### src/rtl/pcs_pkg.sv
`default_nettype none
// ============================================================================
//  Module      : pcs_pkg
//  Description : Shared types and constants for the 64b/66b PCS TX path.
//  Revision    : 1.0 - initial release
// ============================================================================
package pcs_pkg;

    localparam int PCS_SEQ_MAX = 32;
    localparam int PCS_HDR_W   = 2;
    localparam int PCS_BLOCK_W = 66;

    typedef enum logic [1:0] {
        IDLE  = 2'd0,
        RUN   = 2'd1,
        PAUSE = 2'd2
    } tx_seq_state_e;

endpackage : pcs_pkg
`default_nettype wire

### src/rtl/pcs_tx_seq_ctrl_if.sv
`default_nettype none
// ============================================================================
//  Module      : pcs_tx_seq_ctrl_if
//  Description : Encoder/scrambler/gearbox control bundle of the TX sequencer.
//  Revision    : 1.0 - initial release
// ============================================================================
interface pcs_tx_seq_ctrl_if #(
    parameter int SEQ_WIDTH = 6
);
    logic                 i_enable;
    logic                 i_enc_valid;
    logic                 o_enc_ready;
    logic                 o_scr_valid;
    logic [SEQ_WIDTH-1:0] o_gb_seq;
    logic                 o_gb_hdr_valid;
    logic                 o_gb_pause;
    logic                 o_active;
    logic                 o_overrun;

    // The sequencer is the slave; the surrounding datapath/controller drives it.
    modport slave (
        input  i_enable, i_enc_valid,
        output o_enc_ready, o_scr_valid, o_gb_seq, o_gb_hdr_valid,
               o_gb_pause, o_active, o_overrun
    );

    modport master (
        output i_enable, i_enc_valid,
        input  o_enc_ready, o_scr_valid, o_gb_seq, o_gb_hdr_valid,
               o_gb_pause, o_active, o_overrun
    );
endinterface : pcs_tx_seq_ctrl_if
`default_nettype wire

### src/rtl/pcs_seq_counter.sv
`default_nettype none
// ============================================================================
//  Module      : pcs_seq_counter
//  Description : Gearbox seq/half counter; seq SEQ_MAX is the pause slot.
//  Revision    : 1.0 - initial release
// ============================================================================
module pcs_seq_counter #(
    parameter int SEQ_MAX   = 32,
    parameter int SEQ_WIDTH = 6
) (
    input  wire logic                 clk,
    input  wire logic                 rst,
    input  wire logic                 clr,
    input  wire logic                 step,
    output logic      [SEQ_WIDTH-1:0] seq,
    output logic                      half
);
    localparam logic [SEQ_WIDTH-1:0] C_SEQ_PAUSE = SEQ_WIDTH'(SEQ_MAX);

    logic [SEQ_WIDTH-1:0] r_seq;
    logic                 r_half;

    // Stepping past the last data slot lands on SEQ_MAX, and the second
    // half of the pause slot wraps back to zero.
    always_ff @(posedge clk) begin
        if (rst || clr) begin
            r_seq  <= '0;
            r_half <= 1'b0;
        end else if (step) begin
            r_half <= ~r_half;
            if (r_half) begin
                if (r_seq == C_SEQ_PAUSE) begin
                    r_seq <= '0;
                end else begin
                    r_seq <= r_seq + SEQ_WIDTH'(1);
                end
            end
        end
    end

    assign seq  = r_seq;
    assign half = r_half;

endmodule : pcs_seq_counter
`default_nettype wire

### src/rtl/pcs_tx_seq_ctrl.sv
`default_nettype none
// ============================================================================
//  Module      : pcs_tx_seq_ctrl
//  Description : TX sequencer pacing encoder/scrambler and gearbox controls.
//  Revision    : 1.0 - initial release
// ============================================================================
module pcs_tx_seq_ctrl
    import pcs_pkg::*;
#(
    parameter int SEQ_MAX   = PCS_SEQ_MAX,
    parameter int SEQ_WIDTH = 6
) (
    input  wire logic        i_clk,
    input  wire logic        i_reset,
    pcs_tx_seq_ctrl_if.slave bus
);
    localparam logic [SEQ_WIDTH-1:0] C_SEQ_LAST_DATA = SEQ_WIDTH'(SEQ_MAX - 1);

    tx_seq_state_e        r_state;
    logic                 r_enc_ready;
    logic                 r_active;
    logic [SEQ_WIDTH-1:0] r_gb_seq;
    logic                 r_gb_hdr_valid;
    logic                 r_gb_pause;
    logic                 r_overrun;

    logic [SEQ_WIDTH-1:0] w_seq;
    logic                 w_half;
    logic                 w_clr;
    logic                 w_step;

    // Disable only takes effect at a block boundary (half==1), which also
    // covers the end of PAUSE; IDLE holds the counter cleared.
    assign w_step = (r_state != IDLE);
    assign w_clr  = (r_state == IDLE) | (w_half & ~bus.i_enable);

    pcs_seq_counter #(
        .SEQ_MAX   (SEQ_MAX),
        .SEQ_WIDTH (SEQ_WIDTH)
    ) u_seq_counter (
        .clk  (i_clk),
        .rst  (i_reset),
        .clr  (w_clr),
        .step (w_step),
        .seq  (w_seq),
        .half (w_half)
    );

    // A disable at the wrap boundary wins over entering PAUSE.
    always_ff @(posedge i_clk) begin
        if (i_reset) begin
            r_state     <= IDLE;
            r_enc_ready <= 1'b0;
            r_active    <= 1'b0;
        end else begin
            case (r_state)
                IDLE: begin
                    if (bus.i_enable) begin
                        r_state     <= RUN;
                        r_enc_ready <= 1'b1;
                        r_active    <= 1'b1;
                    end
                end
                RUN: begin
                    if (w_half) begin
                        if (!bus.i_enable) begin
                            r_state     <= IDLE;
                            r_enc_ready <= 1'b0;
                            r_active    <= 1'b0;
                        end else if (w_seq == C_SEQ_LAST_DATA) begin
                            r_state     <= PAUSE;
                            r_enc_ready <= 1'b0;
                        end
                    end
                end
                PAUSE: begin
                    if (w_half) begin
                        if (bus.i_enable) begin
                            r_state     <= RUN;
                            r_enc_ready <= 1'b1;
                        end else begin
                            r_state     <= IDLE;
                            r_enc_ready <= 1'b0;
                            r_active    <= 1'b0;
                        end
                    end
                end
                default: begin
                    r_state     <= IDLE;
                    r_enc_ready <= 1'b0;
                    r_active    <= 1'b0;
                end
            endcase
        end
    end

    // Gearbox controls trail by one cycle to line up with scrambler output.
    always_ff @(posedge i_clk) begin
        if (i_reset) begin
            r_gb_seq       <= '0;
            r_gb_hdr_valid <= 1'b0;
            r_gb_pause     <= 1'b0;
            r_overrun      <= 1'b0;
        end else begin
            r_gb_seq       <= w_seq;
            r_gb_hdr_valid <= (r_state == RUN) && !w_half;
            r_gb_pause     <= (r_state == PAUSE);
            if (bus.i_enc_valid && !r_enc_ready && (r_state != IDLE)) begin
                r_overrun <= 1'b1;
            end
        end
    end

    assign bus.o_enc_ready    = r_enc_ready;
    assign bus.o_scr_valid    = r_enc_ready & bus.i_enc_valid;
    assign bus.o_gb_seq       = r_gb_seq;
    assign bus.o_gb_hdr_valid = r_gb_hdr_valid;
    assign bus.o_gb_pause     = r_gb_pause;
    assign bus.o_active       = r_active;
    assign bus.o_overrun      = r_overrun;

endmodule : pcs_tx_seq_ctrl
`default_nettype wire

### src/flat_wrapper.sv
// flat-port wrapper written by rule: the top's interface ports become plain ports
module pcs_tx_seq_ctrl_flat import pcs_pkg::*;
#(
    parameter int SEQ_MAX   = PCS_SEQ_MAX,
    parameter int SEQ_WIDTH = 6
)
  (i_clk, i_reset, bus_i_enable, bus_i_enc_valid, bus_o_enc_ready, bus_o_scr_valid, bus_o_gb_seq, bus_o_gb_hdr_valid, bus_o_gb_pause, bus_o_active, bus_o_overrun);
  pcs_tx_seq_ctrl_if #(.SEQ_WIDTH(SEQ_WIDTH)) bus_i ();
  input  wire logic i_clk;
  input  wire logic i_reset;
  input wire logic [$bits(bus_i.i_enable)-1:0] bus_i_enable;
  input wire logic [$bits(bus_i.i_enc_valid)-1:0] bus_i_enc_valid;
  output wire logic [$bits(bus_i.o_enc_ready)-1:0] bus_o_enc_ready;
  output wire logic [$bits(bus_i.o_scr_valid)-1:0] bus_o_scr_valid;
  output wire logic [$bits(bus_i.o_gb_seq)-1:0] bus_o_gb_seq;
  output wire logic [$bits(bus_i.o_gb_hdr_valid)-1:0] bus_o_gb_hdr_valid;
  output wire logic [$bits(bus_i.o_gb_pause)-1:0] bus_o_gb_pause;
  output wire logic [$bits(bus_i.o_active)-1:0] bus_o_active;
  output wire logic [$bits(bus_i.o_overrun)-1:0] bus_o_overrun;
  assign bus_i.i_enable = bus_i_enable;
  assign bus_i.i_enc_valid = bus_i_enc_valid;
  assign bus_o_enc_ready = bus_i.o_enc_ready;
  assign bus_o_scr_valid = bus_i.o_scr_valid;
  assign bus_o_gb_seq = bus_i.o_gb_seq;
  assign bus_o_gb_hdr_valid = bus_i.o_gb_hdr_valid;
  assign bus_o_gb_pause = bus_i.o_gb_pause;
  assign bus_o_active = bus_i.o_active;
  assign bus_o_overrun = bus_i.o_overrun;
  pcs_tx_seq_ctrl #(.SEQ_MAX(SEQ_MAX), .SEQ_WIDTH(SEQ_WIDTH)) u_core (.i_clk(i_clk), .i_reset(i_reset), .bus(bus_i));
endmodule
### config.mk
export PLATFORM = sky130hd
export DESIGN_NAME = pcs_tx_seq_ctrl_flat
export DESIGN_NICKNAME = d
export VERILOG_FILES = /design/src/rtl/pcs_pkg.sv /design/src/rtl/pcs_tx_seq_ctrl_if.sv /design/src/rtl/pcs_seq_counter.sv /design/src/rtl/pcs_tx_seq_ctrl.sv /design/src/flat_wrapper.sv
export SDC_FILE = /design/constraint.sdc
export NUM_CORES = 1
export LEC_CHECK = 0
export CORE_ASPECT_RATIO = 0.7
export CORE_MARGIN = 2
export CORE_UTILIZATION = 40
export DETAILED_ROUTE_END_ITERATION = 10
export GPL_TIMING_DRIVEN = 0
export PLACE_DENSITY = 0.75
export SETUP_SLACK_MARGIN = 0.1
export SLEW_MARGIN = 25
export SYNTH_ARGS = -nofsm -noshare
export SYNTH_HDL_FRONTEND = slang
export SYNTH_HIERARCHICAL = 1
export SYNTH_SLANG_ARGS = --single-unit
### constraint.sdc
create_clock -name i_clk -period 1.4 [get_ports i_clk]
set_input_delay 0.28 -clock i_clk [delete_from_list [all_inputs] [get_ports i_clk]]
set_output_delay 0.28 -clock i_clk [all_outputs]
set_load 0.02 [all_outputs]
==> metrics.txt <==
Req. time, crit path=1.62 ns; DRC Markers=0; Vias/cell=4.95; proportion of layout cells with a drive suffix above 1=36.4%; RSZ-0062 raised after global routing=yes; Slew HR=77.3%; WP data arrival=1.56 ns; Root Buffer=clkbuf_4; fraction of registers with async set/reset=0%; CTS tree=built; Slew Limit Fails=0; die area=0.00270 mm^2; Final GP Congestion=0.889; final hold vios=0; I/O Pins=16; Post-Syn Area=920 um^2; # rows=14; synthesized area per cell=9.68 um^2; Tmin final=1.35 ns; initial antenna violation count=0; Total Power=1.76 mW; CP max FO=6; final net count=132; pin count of the biggest net entering global routing=13; Fmax=742 MHz; clk buf depth=2; CTS sink count=20; most common cell after layout, fill and taps aside=dfxtp_1; Leak=0.499 nW; Worst Hold Class=register to register; most frequent cells in the layout=14 x dfxtp_1, 9 x dlygate4sd2_1, 7 x buf_4, 7 x a21oi_1, 6 x nor3_1; synth top area cells=dfxtp_1 44%, ha_1 8.2%, a21oi_1 4.4%, nor2b_1 3.4%, nor3_1 3.3%; CP Launch Type=register; HPWL after detailed placement=1240 um; synth unique cells=29; Clk network pwr share=26.8%; crit path cell chain=inv_4, ha_4, clkinv_4, o22a_1, and2_4, o31ai_2; vias in the first global route=654; Ant. Diodes=0; routed len/inst=12.9 um; number of synthesized flops with an enable pin=0; global-route wire length before repair=3060 um; Post-Route WL=1980 um; actual slew at the worst max-slew pin=0.340 ns; Fin Setup TNS=0 ns; cell area after layout=0.00129 mm^2; CP max stage delay=0.37 ns; total number of vias=758; Crit. End Element=register; switch share=31.5%; Final ANT Viol Nets=0; core area=0.00215 mm^2; Port Buffer Count=15; die extent in y=44.1 um; Yosys reg bits=20; drt first pass iters=4; # hold bufs at CTS=0; Syn. warnings=6; Final WS setup=0.0526 ns; Die W=61.3 um; 1st-iter DRT viols=29; syn nets=105; setup slack at placement=-0.338 ns; Final period util=96.2%; peak supply drop=0.825 mV; post-synth top area cell=dfxtp_1; delay-heaviest family, CP=compound AO/OA/AOI/OAI gates; H-tree levels=1; total CTS buffers=3; Initial Util=42.7%; Synth-to-Final Area Change=40.1%; slowest library cell on the worst path=dfxtp_4; gr usage total=15.7%; register share of total power=38.2%; internal power=1.21 mW; status=completed; grt ovf=0; ys flop type=dfxtp_1; Pwr Density=1360 mW/mm^2; # setup viols final=0; Worst-path clk slew=0.12 ns; Switch Pwr=553 uW; Clock Latency Late Sink=0.31 ns; Yosys top cell area share=43.5%; worst path bufs/invs=2; register area share after synthesis=43.5%; Post-DP Area=0.00112 mm^2; total of max-cap violations=0; Synth Instances=95; Logic pwr share=35.0%; Setup CP Type=register to register; skew final=0.0109 ns
per-layer routing:
layer	GRT usage [%]	share of wire, %	vias to the layer above
li1	-	-	383
met5	0	0	-
met2	20.4	45	28
met1	22.5	48	343
met3	6.73	6.3	4
met4	6.09	1.1	0
repair_timing:
item | in CTS | in global routing
setup endpoints to repair | 20 | 13
gates cloned | 0 | 0
resized for setup | 32 | 13
endpoints found under the hold margin | 0 | 0
pin swaps | 7 | 3
buffers inserted | 6 | 1
synth_stat cells, types with 2 or more instances:
cell and number:
dfxtp_1 20, a21oi_1 8, ha_1 6, inv_1 6, nor2_1 6, nor3_1 6
nand2_1 5, nand3_1 5, nor2b_1 5, o21ai_0 3, or3_1 3, xnor2_1 3
nor2b_2 2, o31ai_2 2
worst paths after layout:
path	from	end	slack, ns	cells after the start
max	u_core/r_state[0]	u_core/r_state[0]	0.05	6
min	u_core/bus.o_overrun	u_core/bus.o_overrun	0.49	2
max reg2reg	u_core/r_state[0]	u_core/r_state[0]	0.05	6
min reg2reg	u_core/bus.o_overrun	u_core/bus.o_overrun	0.49	2
cell families after synthesis:
kind of cell / Yosys count / synth area share, %
DFF: 20 / 43.5
adders and majority gates: 6 / 8.16
AOI/OAI and AO/OA: 17 / 15.6
and+or+nand+nor: 40 / 25.3
xor gates and xnor gates: 3 / 2.86
muxes: 1 / 1.09
buffers and inverters: 8 / 3.40
state kept, by name, indices dropped and copies added (netlist names):
register / cells
u_core/bus.o_active: 1
u_core/bus.o_enc_ready: 1
u_core/bus.o_gb_hdr_valid: 1
u_core/bus.o_gb_pause: 1
u_core/bus.o_gb_seq: 6
u_core/bus.o_overrun: 1
u_core/r_state: 2
u_core/u_seq_counter/half: 1
u_core/u_seq_counter/seq: 6
power by group through the flow:
stage	sequential [mW]	clock (mW)	combinational (mW)
finish	0.672	0.471	0.616
global route	0.681	0.510	0.656
CTS	0.668	0.480	0.582
detailed placement	0.681	0	0.480
global placement	0.678	0	0.476
floorplan	0.720	0	0.289
per-stage QoR:
step	cells	util (%)	hold slack (ns)
global route	153	59.8	0.538
CTS	152	58.4	0.489
global placement	142	52.1	0.456
finish	153	59.8	0.489
floorplan	95	-	0.352
detailed placement	142	52.1	0.464
area by class of cell:
type / count / area [um^2]
Inverter: 7 / 38.8
Fill cell: 176 / 866
Timing Repair Buffer: 22 / 184
Multi-Input combinational cell: 67 / 556
Buffer: 1 / 5.00
Clock buffer: 3 / 22.5
Tap cell: 32 / 40.0
Sequential cell: 20 / 413
Clock inverter: 1 / 30.0
worst min-delay path, cell delays in order (launching register included):
cell and delay (ns):
dfxtp_1 0.34, a21oi_1 0.04, nor2_1 0.08
(Power assumes the default switching activity.)
